[config.mk]
export PLATFORM = sky130hd
export DESIGN_NAME = uart_receiver
export DESIGN_NICKNAME = d
export VERILOG_FILES = /design/src/rtl/uart_receiver_pkg.sv /design/src/rtl/uart_rx_sync.sv /design/src/rtl/uart_receiver.sv
export SDC_FILE = /design/constraint.sdc
export NUM_CORES = 1
export LEC_CHECK = 0
export CORE_MARGIN = 5
export CORE_UTILIZATION = 40
export CTS_CLUSTER_DIAMETER = 80
export DETAILED_ROUTE_END_ITERATION = 8
export PLACE_DENSITY = 0.58
export SLEW_MARGIN = 20
export SYNTH_ARGS = -nofsm -noshare
export SYNTH_HDL_FRONTEND = slang
export SYNTH_SLANG_ARGS = --single-unit
export TNS_END_PERCENT = 1
[constraint.sdc]
create_clock -name Clk -period 2.3 [get_ports Clk]
set_input_delay 0.345 -clock Clk [delete_from_list [all_inputs] [get_ports Clk]]
set_output_delay 0.345 -clock Clk [all_outputs]
set_load 0.02 [all_outputs]
[src/rtl/uart_receiver_pkg.sv]
// Shared UART definitions: FSM state encodings and default frame parameters
// used by both the receiver and the transmitter.
package uart_receiver_pkg;

    localparam int unsigned DEF_DATA_BITS  = 8;
    localparam int unsigned DEF_OVERSAMPLE = 16;
    localparam bit          DEF_PARITY_EN  = 1'b1;

    localparam logic [2:0] S_IDLE   = 3'd0;
    localparam logic [2:0] S_START  = 3'd1;
    localparam logic [2:0] S_DATA   = 3'd2;
    localparam logic [2:0] S_PARITY = 3'd3;
    localparam logic [2:0] S_STOP   = 3'd4;

endpackage

[src/rtl/uart_rx_sync.sv]
// Two-flop synchronizer for the asynchronous serial line; resets to the idle (high) level.
module uart_rx_sync (
    input  logic Clk,
    input  logic reset,
    input  logic d,
    output logic q
);

    logic meta;

    always_ff @(posedge Clk) begin
        if (!reset) begin
            meta <= 1'b1;
            q    <= 1'b1;
        end else begin
            meta <= d;
            q    <= meta;
        end
    end

endmodule

[src/rtl/uart_receiver.sv]
// UART receive stage: 16x oversampled start/data/parity/stop recovery with
// registered byte, one-cycle valid pulse and per-frame parity/framing flags.
module uart_receiver
    import uart_receiver_pkg::*;
#(
    parameter int unsigned DATA_BITS  = DEF_DATA_BITS,
    parameter int unsigned OVERSAMPLE = DEF_OVERSAMPLE,
    parameter bit          PARITY_EN  = DEF_PARITY_EN
) (
    input  logic                 Clk,
    input  logic                 reset,
    input  logic                 Rx_sample_ENABLE,
    input  logic                 RxD,
    output logic [DATA_BITS-1:0] Rx_DATA,
    output logic                 Rx_VALID,
    output logic                 Rx_PERROR,
    output logic                 Rx_FERROR
);

    localparam int unsigned TW = $clog2(OVERSAMPLE);
    localparam int unsigned BW = $clog2(DATA_BITS + 1);

    logic                 rxd_s;
    logic [2:0]           state_q, state_d;
    logic [TW-1:0]        tick_q, tick_d;
    logic [BW-1:0]        bit_q, bit_d;
    logic [DATA_BITS-1:0] shift_q, shift_d;
    logic                 par_bit_q, par_bit_d;
    logic [DATA_BITS-1:0] data_d;
    logic                 valid_d, perr_d, ferr_d;
    logic                 perr_c, ferr_c;
    logic                 half_c, full_c;

    uart_rx_sync u_sync (
        .Clk   (Clk),
        .reset (reset),
        .d     (RxD),
        .q     (rxd_s)
    );

    assign half_c = (tick_q == TW'(OVERSAMPLE/2 - 1));
    assign full_c = (tick_q == TW'(OVERSAMPLE - 1));
    assign perr_c = PARITY_EN & ((^shift_q) ^ par_bit_q);
    assign ferr_c = ~rxd_s;

    // Next-state and frame-result logic; everything advances only on sample ticks.
    always_comb begin
        state_d   = state_q;
        tick_d    = tick_q;
        bit_d     = bit_q;
        shift_d   = shift_q;
        par_bit_d = par_bit_q;
        data_d    = Rx_DATA;
        perr_d    = Rx_PERROR;
        ferr_d    = Rx_FERROR;
        valid_d   = 1'b0;

        if (Rx_sample_ENABLE) begin
            case (state_q)
                S_IDLE: begin
                    if (!rxd_s) begin
                        state_d = S_START;
                        tick_d  = '0;
                    end
                end
                S_START: begin
                    if (half_c) begin
                        tick_d  = '0;
                        bit_d   = '0;
                        state_d = rxd_s ? S_IDLE : S_DATA;
                    end else begin
                        tick_d = tick_q + 1'b1;
                    end
                end
                S_DATA: begin
                    if (full_c) begin
                        shift_d = {rxd_s, shift_q[DATA_BITS-1:1]};
                        tick_d  = '0;
                        bit_d   = bit_q + 1'b1;
                        if (bit_q == BW'(DATA_BITS - 1))
                            state_d = PARITY_EN ? S_PARITY : S_STOP;
                    end else begin
                        tick_d = tick_q + 1'b1;
                    end
                end
                S_PARITY: begin
                    if (full_c) begin
                        par_bit_d = rxd_s;
                        tick_d    = '0;
                        state_d   = S_STOP;
                    end else begin
                        tick_d = tick_q + 1'b1;
                    end
                end
                S_STOP: begin
                    if (full_c) begin
                        data_d  = shift_q;
                        perr_d  = perr_c;
                        ferr_d  = ferr_c;
                        valid_d = ~perr_c & ~ferr_c;
                        tick_d  = '0;
                        state_d = S_IDLE;
                    end else begin
                        tick_d = tick_q + 1'b1;
                    end
                end
                default: begin
                    state_d = S_IDLE;
                    tick_d  = '0;
                end
            endcase
        end
    end

    always_ff @(posedge Clk) begin
        if (!reset) begin
            state_q   <= S_IDLE;
            tick_q    <= '0;
            bit_q     <= '0;
            shift_q   <= '0;
            par_bit_q <= 1'b0;
            Rx_DATA   <= '0;
            Rx_VALID  <= 1'b0;
            Rx_PERROR <= 1'b0;
            Rx_FERROR <= 1'b0;
        end else begin
            state_q   <= state_d;
            tick_q    <= tick_d;
            bit_q     <= bit_d;
            shift_q   <= shift_d;
            par_bit_q <= par_bit_d;
            Rx_DATA   <= data_d;
            Rx_VALID  <= valid_d;
            Rx_PERROR <= perr_d;
            Rx_FERROR <= ferr_d;
        end
    end

endmodule

==> run metrics, run 1 <==
status=complete, no violations; Async SR Flop Fraction=0%; Data arrival, critical path=2.15 ns; initial antenna violation count=0; nets=188; Routed Wire Length=2858 um; Cell variety after synth=35; Num CTS Buffers=5; Syn-to-layout area delta=20.62%; global placer's final weighted congestion=0.7468; via count=1,156; Worst setup EP type=register; max cap viols=0; area of the multi-input gates=764.5 um2; wire per inst=12.37 um; proportion of synthesized area in mux cells=8.718%; Syn Std Cell Area=1493 um2; number of flops mapped to enable cells by yosys=0; Area contributors post-synth=dfxtp_1, mux2i_1, nor2_1; hold-fix buffers at CTS=0; vias in the first global route=1,031; Total GRT Usage=12.08%; setup violators final=0; Worst setup SP type=register; Filler cells=364; drt first pass iters=4; Finished Core Util=49.55%; critical path data required time=2.52 ns; Chip Width=71.09 um; Seq/Total Area, Yosys=44.26%; crit-path max FO=15; #FFs+latches synth=33; I/O Pins=15; post-CTS setup buffers=0; Starting DRT DRC Count=25; Max Clock Skew=0.003775 ns; syn_area_per_cell=8.938 um2; post-synth top area share=44.26%; total gr overflow=0; Slew @ Worst Pin=0.4630 ns; RSZ-0062 raised after global routing=no; maximum clock path buffer count=2; Max stage delay on crit path=0.60 ns; clk root buf=clkbuf_8; I/O Buffers=14; vias per cell=5.004; largest net degree at the start of global routing=31; layout cell share with drive strength beyond 1=9.290%; post-CTS sizing=0; die height=71.09 um; Die ar.=5053 um2; Final Hold Fails=0; antenna fix cells=0; setup ws final=0.3766 ns; Gate Count Post-Synth=167; final slew viol count=0; leading area contributor after synthesis=dfxtp_1; Worst VDD drop=0.4893 mV; clock sink total=33; clock tree from TritonCTS=built; Placeable Area=3633 um2; Final period util=83.63%; slowest cell on the critical path=or3b_1; PwrDens=727.4 nW/um2; complex-gate fraction of the synthesized area=15.34%; Adder-Cell Fraction of Synth Area=1.676%; total power=1310 uW; worst skew pair latency=0.28 ns; # H-tree levels=2; Worst path top cell family by delay=simple AND/OR/NAND/NOR gates; Syn Nets=173; worst path bufs/invs=0; Register Area=660.6 um2; Hold WC Path Type=reg2reg; clock-pin slew on the worst setup and hold paths=0.07 ns; Leak Pwr=0.0006382 uW; most common flop cell mapped by yosys=dfxtp_1; main combinational cell family by area after synthesis=simple AND/OR/NAND/NOR gates; first-pass GRT wire length=4754 um; Yosys warning total=0; xor/xnor share of the synthesized area=6.119%; Post-DP HPWL=1970 um; CP Class=reg2reg; DRC Markers=0; fin crit period=1.923 ns; hold slack=0.4132 ns; worst slack, placed=0.3928 ns; Starting Density=41.08%; Slew Limit Headroom=69.14%; Final ANT Viol Nets=0; post-synthesis simple-gate area fraction=19.36%; critical-path cell list=or3b_1, nor2_2, nand2_1, o21a_1, nor2_1; Core Rows=22; Fmax=519.9 MHz; setup_tns=0 ns
==> Yosys cell counts (2+ instances only) <==
cell	count
clkbuf_1	5
nor2_1	24
nor3b_1	2
buf_6	2
dfxtp_1	33
o21ai_0	13
nand3_1	3
mux2i_1	13
nor3_1	2
inv_1	3
nand2_1	17
buf_2	3
a21oi_1	16
xnor2_1	5
o2111ai_1	2
nand2b_1	2
ha_1	2
or3_1	2
nor2b_1	2
==> through the flow <==
stage	std cells	cell area [um2]
final	231	1800
after global placement	223	1667
after CTS	231	1800
after floorplan	167	1493
after global routing	231	1800
after detailed placement	223	1667
==> worst reg2reg max path, cell delays in order, from the launching register on <==
cell     delay [ns]
dfxtp_1        0.51
or3b_1         0.60
nor2_2         0.41
nand2_1        0.10
o21a_1         0.17
nor2_1         0.07
==> worst paths after layout <==
path                            cells after the start         from  endpoint  slack [ns]
worst min-delay path                                1  u_sync.meta  u_sync.q        0.41
worst max register to register                      5   state_q[1]  bit_q[2]        0.38
worst max-delay path                                5   state_q[1]  bit_q[2]        0.38
worst min register to register                      1  u_sync.meta  u_sync.q        0.41
==> power breakdown <==
part	switching, uW	internal, uW
clock	209	430
sequential	13.0	578
combinational	46.2	33.2
==> state kept, by name, indices dropped and copies added (netlist names) <==
signal / count
state_q: 3
bit_q: 4
tick_q: 4
Rx_PERROR: 1
Rx_VALID: 1
u_sync.q: 1
Rx_FERROR: 1
par_bit_q: 1
shift_q: 8
Rx_DATA: 8
u_sync.meta: 1
==> area by class of cell <==
class / count / share of cell area (%)
multi-input combinational: 121 / 42.46
sequential: 33 / 36.69
clock buffer: 5 / 3.822
clock inverter: 3 / 3.614
tap: 48 / 3.336
timing repair buffer: 18 / 9.451
inverter: 3 / 0.6254
==> layout by cell type (no fill, tap or decap), types with 2 or more instances in the layout <==
cell type	count
inv_1	3
clkdlybuf4s50_1	14
nand2b_1	2
clkbuf_8	5
nand3_1	3
nor3b_1	2
nor3_1	2
nor2b_1	2
ha_1	2
mux2i_1	13
a21oi_1	16
or3_1	2
nand2_1	17
o2111ai_1	2
bufinv_16	2
xnor2_1	5
o21ai_0	13
buf_4	4
dfxtp_1	33
nor2_1	24
==> kinds of logic (layout without fill, tap and decap cells) <==
kind of cell,after synthesis,in the layout
fa+ha+maj,2,2
mux,13,13
xor+xnor,8,8
flops,33,33
simple gates,61,61
buf+inv,13,29
compound gates,37,37
==> per-layer routing <==
layer	share of wire [%]	global-route usage, %	up-vias
met1	50	15.32	532
li1	-	-	603
met2	45	18.33	15
met5	0	0	-
met4	1.9	5.637	0
met3	2.8	4.261	6
No activity file was read; power rests on OpenSTA's default activity.
==> inputs of run 2 (changes only) <==
==> constraint.sdc (replaced) <==
create_clock -name Clk -period 1.8 [get_ports Clk]
set_input_delay 0.27 -clock Clk [delete_from_list [all_inputs] [get_ports Clk]]
set_output_delay 0.27 -clock Clk [all_outputs]
set_load 0.02 [all_outputs]
==> run 2 against run 1 <==
Final cell count increased by 2.6%. First-iteration DRC count increased to 2.6 times the previous value. Sequential cell count unchanged. Die area unchanged. Highest routed layer unchanged.
==> run metrics, run 2 (same netlist as run 1, synthesis figures left out) <==
slowest cell on the critical path=or3_4; clk root buf=clkbuf_8; critical-path cell list=or3_4, a21oi_4, o221ai_2, or3_1, a21oi_1; setup_tns=0 ns; Slew Limit Headroom=63.93%; Final ANT Viol Nets=0; Syn-to-layout area delta=23.89%; vias per cell=5.055; largest net degree at the start of global routing=31; met2 routed WL=1400 um; die height=71.09 um; Final Hold Fails=0; Hold WC Path Type=reg2reg; Total GRT Usage=13.10%; power share of the combinational group=7.3%; placed insts=229; RSZ-0062 raised after global routing=no; Max stage delay on crit path=0.41 ns; Die ar.=5053 um2; Leak Pwr=0.0006669 uW; CP Class=reg2reg; I/O Buffers=14; clock tree from TritonCTS=built; antenna fix cells=0; Reg power frac=47.6%; max layer used=met4; max cap viols=0; worst hold endpoint=u_sync.q; global placer's final weighted congestion=0.7179; Psw=348.3 uW; commonest cells after routing, fill and taps aside=dfxtp_1, nor2_1, nand2_1; Max Clock Skew=0.004196 ns; FF-to-FF path depth=5; commonest non-fill, non-tap cell in the layout=dfxtp_1; status=complete, no violations; Starting DRT DRC Count=64; WL met3=101 um; final slew viol count=0; initial antenna violation count=0; Worst setup EP type=register; nets=194; Critical R2R Capture=state_q[0]; total gr overflow=0; Chip Width=71.09 um; Worst setup SP type=register; Hold Crit Start=u_sync.meta; Post-DP HPWL=2132 um; Final period util=93.34%; Worst VDD drop=0.5601 mV; drt first pass iters=4; via count=1,198; M1 WL=1461 um; PwrDens=860.2 nW/um2; Routed Wire Length=3035 um; wire per inst=12.81 um; Largest regs=Rx_DATA (8), shift_q (8); worst slack, placed=0.008571 ns; hold slack=0.4153 ns; crit-path max FO=9; vias in the first global route=1,144; DRC Markers=0; setup ws final=0.1198 ns; RR Startpoint=state_q[2]; worst skew pair latency=0.29 ns; first-pass GRT wire length=5112 um; setup violators final=0; reg-to-reg slack, setup=0.12 ns; I/O Pins=15; Non-Filler Instances=237; Num CTS Buffers=5; fin crit period=1.680 ns; layout cell share with drive strength beyond 1=12.70%; clock sink total=33; cell internal pwr=1242 uW; Clock power frac=45.1%; sw frac=21.90%; Fmax=595.2 MHz; Placeable Area=3633 um2; Data arrival, critical path=1.90 ns; # H-tree levels=2; critical path data required time=2.02 ns; Core Rows=22; Starting Density=41.08%; maximum clock path buffer count=2; cell depth of the worst hold path=1; clock-pin slew on the worst setup and hold paths=0.07 ns; post-CTS setup buffers=0; Slew @ Worst Pin=0.5352 ns
-- run 2: stage by stage --
stage	utilization, %	total power [uW]	instance area [um2]
2_1_floorplan	-	857.2	1493
3_3_place_gp	47.45	881.0	1724
3_5_place_dp	47.45	885.7	1724
4_1_cts	50.65	1608	1841
5_1_grt	50.90	1655	1849
6_report	50.90	1591	1849
-- run 2: area by class of cell --
type / count / area [um2]
fill: 363 / 1784
clock inverter: 1 / 30.03
clock buffer: 7 / 86.33
sequential: 33 / 661.9
timing repair buffer: 24 / 227.7
inverter: 3 / 11.26
multi-input combinational: 121 / 772.0
tap: 48 / 60.06
-- run 2: worst max path at each step --
stage	startpoint	to	slack, ns	depth (start not counted)
6_report	state_q[2]	state_q[0]	0.12	5
5_1_grt	state_q[2]	state_q[0]	0.02	5
4_1_cts	u_sync.q	tick_q[1]	0.09	5
3_5_place_dp	Rx_sample_ENABLE	bit_q[1]	0.009	5
3_3_place_gp	Rx_sample_ENABLE	bit_q[1]	0.10	5
2_1_floorplan	state_q[1]	state_q[0]	0.25	6
-- run 2: power groups by stage --
stage	clock, uW	sequential [uW]	combinational (uW)
floorplan	0	760	97.5
global placement	0	769	112
detailed placement	0	771	115
CTS	739	754	115
global route	770	757	127
finish	718	757	116
-- run 2: critical path: cells and delay by family (launching register included) --
| kind | cells | cell delay [ns] |
|---|---|---|
| AO/OA/AOI/OAI | 3 | 0.47 |
| flip-flops | 1 | 0.39 |
| AND/OR/NAND/NOR | 2 | 0.76 |
-- run 2: repair_timing --
item	in CTS	in global routing
endpoints found under the setup margin	0	3
resized for setup	0	2
hold buffers	0	0
-- run 2: routing by layer --
metal / track usage (%) / vias up
li1: - / 616
met1: 16.49 / 556
met2: 19.26 / 19
met3: 5.114 / 7
met4: 6.889 / 0
met5: 0 / -
==> inputs of run 3 (changes only) <==
==> constraint.sdc (replaced) <==
create_clock -name Clk -period 2 [get_ports Clk]
set_input_delay 0.3 -clock Clk [delete_from_list [all_inputs] [get_ports Clk]]
set_output_delay 0.3 -clock Clk [all_outputs]
set_load 0.02 [all_outputs]
==> run 3 against run 2 <==
Largest power group unchanged. Final cell count decreased by 1.7%. Worst setup slack improved by 0.15 ns. Sequential share of layout area increased by 0.55 points. Core utilization decreased by 0.86 points. Highest routed layer unchanged. Non-clock buffer count decreased by 4. Sequential cell count unchanged. Register-to-register slack improved by 0.15 ns. Clock power decreased by 9.6%. Count of clock-buffer cells in the layout unchanged. Global-route usage decreased by 0.73 points.
==> run metrics, run 3 (same netlist as run 1, synthesis figures left out) <==
clock sink total=33; vias per cell=5.120; slowest cell on the critical path=or3b_1; clock tree from TritonCTS=built; Routed Wire Length=2979 um; Slew @ Worst Pin=0.5674 ns; Max Clock Skew=0.006510 ns; global placer's final weighted congestion=0.7162; Filler cells=363; Post-DP HPWL=2130 um; Largest regs=Rx_DATA (8), shift_q (8); setup_tns=0 ns; Num CTS Buffers=5; # H-tree levels=2; cell internal pwr=1110 uW; PwrDens=782.6 nW/um2; worst path bufs/invs=0; drt first pass iters=4; setup violators final=0; hold slack=0.4142 ns; Max stage delay on crit path=0.53 ns; largest net degree at the start of global routing=31; RSZ-0062 raised after global routing=no; power share of the combinational group=6.5%; Leak Pwr=0.0006470 uW; Worst path top cell family by delay=simple AND/OR/NAND/NOR gates; Hold WC Path Type=reg2reg; initial antenna violation count=0; status=complete, no violations; Die ar.=5053 um2; Worst VDD drop=0.3587 mV; Placeable Area=3633 um2; DRC Markers=0; antenna fix cells=0; Register Area=660.6 um2; commonest cells after routing, fill and taps aside=dfxtp_1, nor2_1, nand2_1; total gr overflow=0; Starting Density=41.08%; critical-path cell list=or3b_1, o221ai_2, mux2i_1, a21oi_1; Syn-to-layout area delta=21.79%; via count=1,193; final slew viol count=0; post-CTS setup buffers=0; Final period util=86.47%; sw frac=21.96%; Reg power frac=47.8%; vias in the first global route=1,132; first-pass GRT wire length=4961 um; clk root buf=clkbuf_8; worst skew pair latency=0.28 ns; commonest non-fill, non-tap cell in the layout=dfxtp_1; maximum clock path buffer count=2; fin crit period=1.729 ns; I/O Buffers=14; Starting DRT DRC Count=71; Chip Width=71.09 um; Final ANT Viol Nets=0; Slew Limit Headroom=61.76%; Final Hold Fails=0; nets=190; hold-fix buffers at CTS=0; critical path data required time=2.16 ns; Total GRT Usage=12.36%; Fmax=578.3 MHz; wire per inst=12.79 um; Worst setup EP type=register; layout cell share with drive strength beyond 1=10.27%; Core Rows=22; Psw=312.4 uW; Clock power frac=45.7%; die height=71.09 um; crit-path max FO=11; Data arrival, critical path=1.89 ns; area of the multi-input gates=772.0 um2; clock-pin slew on the worst setup and hold paths=0.07 ns; I/O Pins=15; Worst setup SP type=register; max cap viols=0; CP Class=reg2reg
[run 3: cell types whose count changed in the layout (fill, tap and decap cells not counted)]
cell | previous run | this run
buf_4 | 9 | 5
dfxtp_1 | 32 | 33
dfxtp_2 | 1 | 0
[run 3: worst paths after layout]
check              start          to  slack (ns)  cells past startpoint
max           state_q[1]  state_q[1]        0.27                      4
min          u_sync.meta    u_sync.q        0.41                      1
max reg2reg   state_q[1]  state_q[1]        0.27                      4
min reg2reg  u_sync.meta    u_sync.q        0.41                      1
[run 3: cell type report]
cell class | instances | share of cell area (%)
clock buffers | 7 | 4.749
clock inverters | 1 | 1.652
inverters | 3 | 0.6194
multi-input cells | 121 | 42.46
flip-flops and latches | 33 | 36.34
well taps | 48 | 3.304
repair buffers | 20 | 10.87
[run 3: timing repair]
| item | 4_1_cts | 5_1_grt |
|---|---|---|
| endpoints found under the setup margin | 0 | 4 |
| gates resized for setup | 0 | 1 |
| hold endpoints to repair | 0 | 0 |
[run 3: routing by layer]
metal	global-route usage, %	vias up	share of wire, %	wire length [um]
met1	14.66	564	47	1408
met5	0	-	0	0
li1	-	607	-	-
met4	5.010	0	1.6	48
met3	4.830	6	4.2	125
met2	19.98	16	47	1397
[run 3: metrics by stage]
step / utilization, % / setup slack, ns / cell area, um2 / power [uW] / cells
floorplan: - / 0.4460 / 1493 / 771.5 / 167
global placement: 46.63 / 0.1691 / 1694 / 783.2 / 225
detailed placement: 46.63 / 0.1086 / 1694 / 786.7 / 225
CTS: 49.83 / 0.1026 / 1810 / 1433 / 233
global route: 50.03 / 0.1383 / 1818 / 1477 / 233
finish: 50.03 / 0.2707 / 1818 / 1423 / 233
[run 3: worst reg2reg max path, stage by stage, from the launching register on]
cell and delay [ns]:
dfxtp_1 0.51, or3b_1 0.53, o221ai_2 0.28, mux2i_1 0.21, a21oi_1 0.08
[run 3: power groups by stage]
stage	Clock (uW)	Sequential, uW	Combinational [uW]
4_1_cts	661	679	92.6
6_report	649	680	93.2
3_3_place_gp	0	694	89.5
3_5_place_dp	0	694	92.5
5_1_grt	691	682	105
2_1_floorplan	0	684	87.7
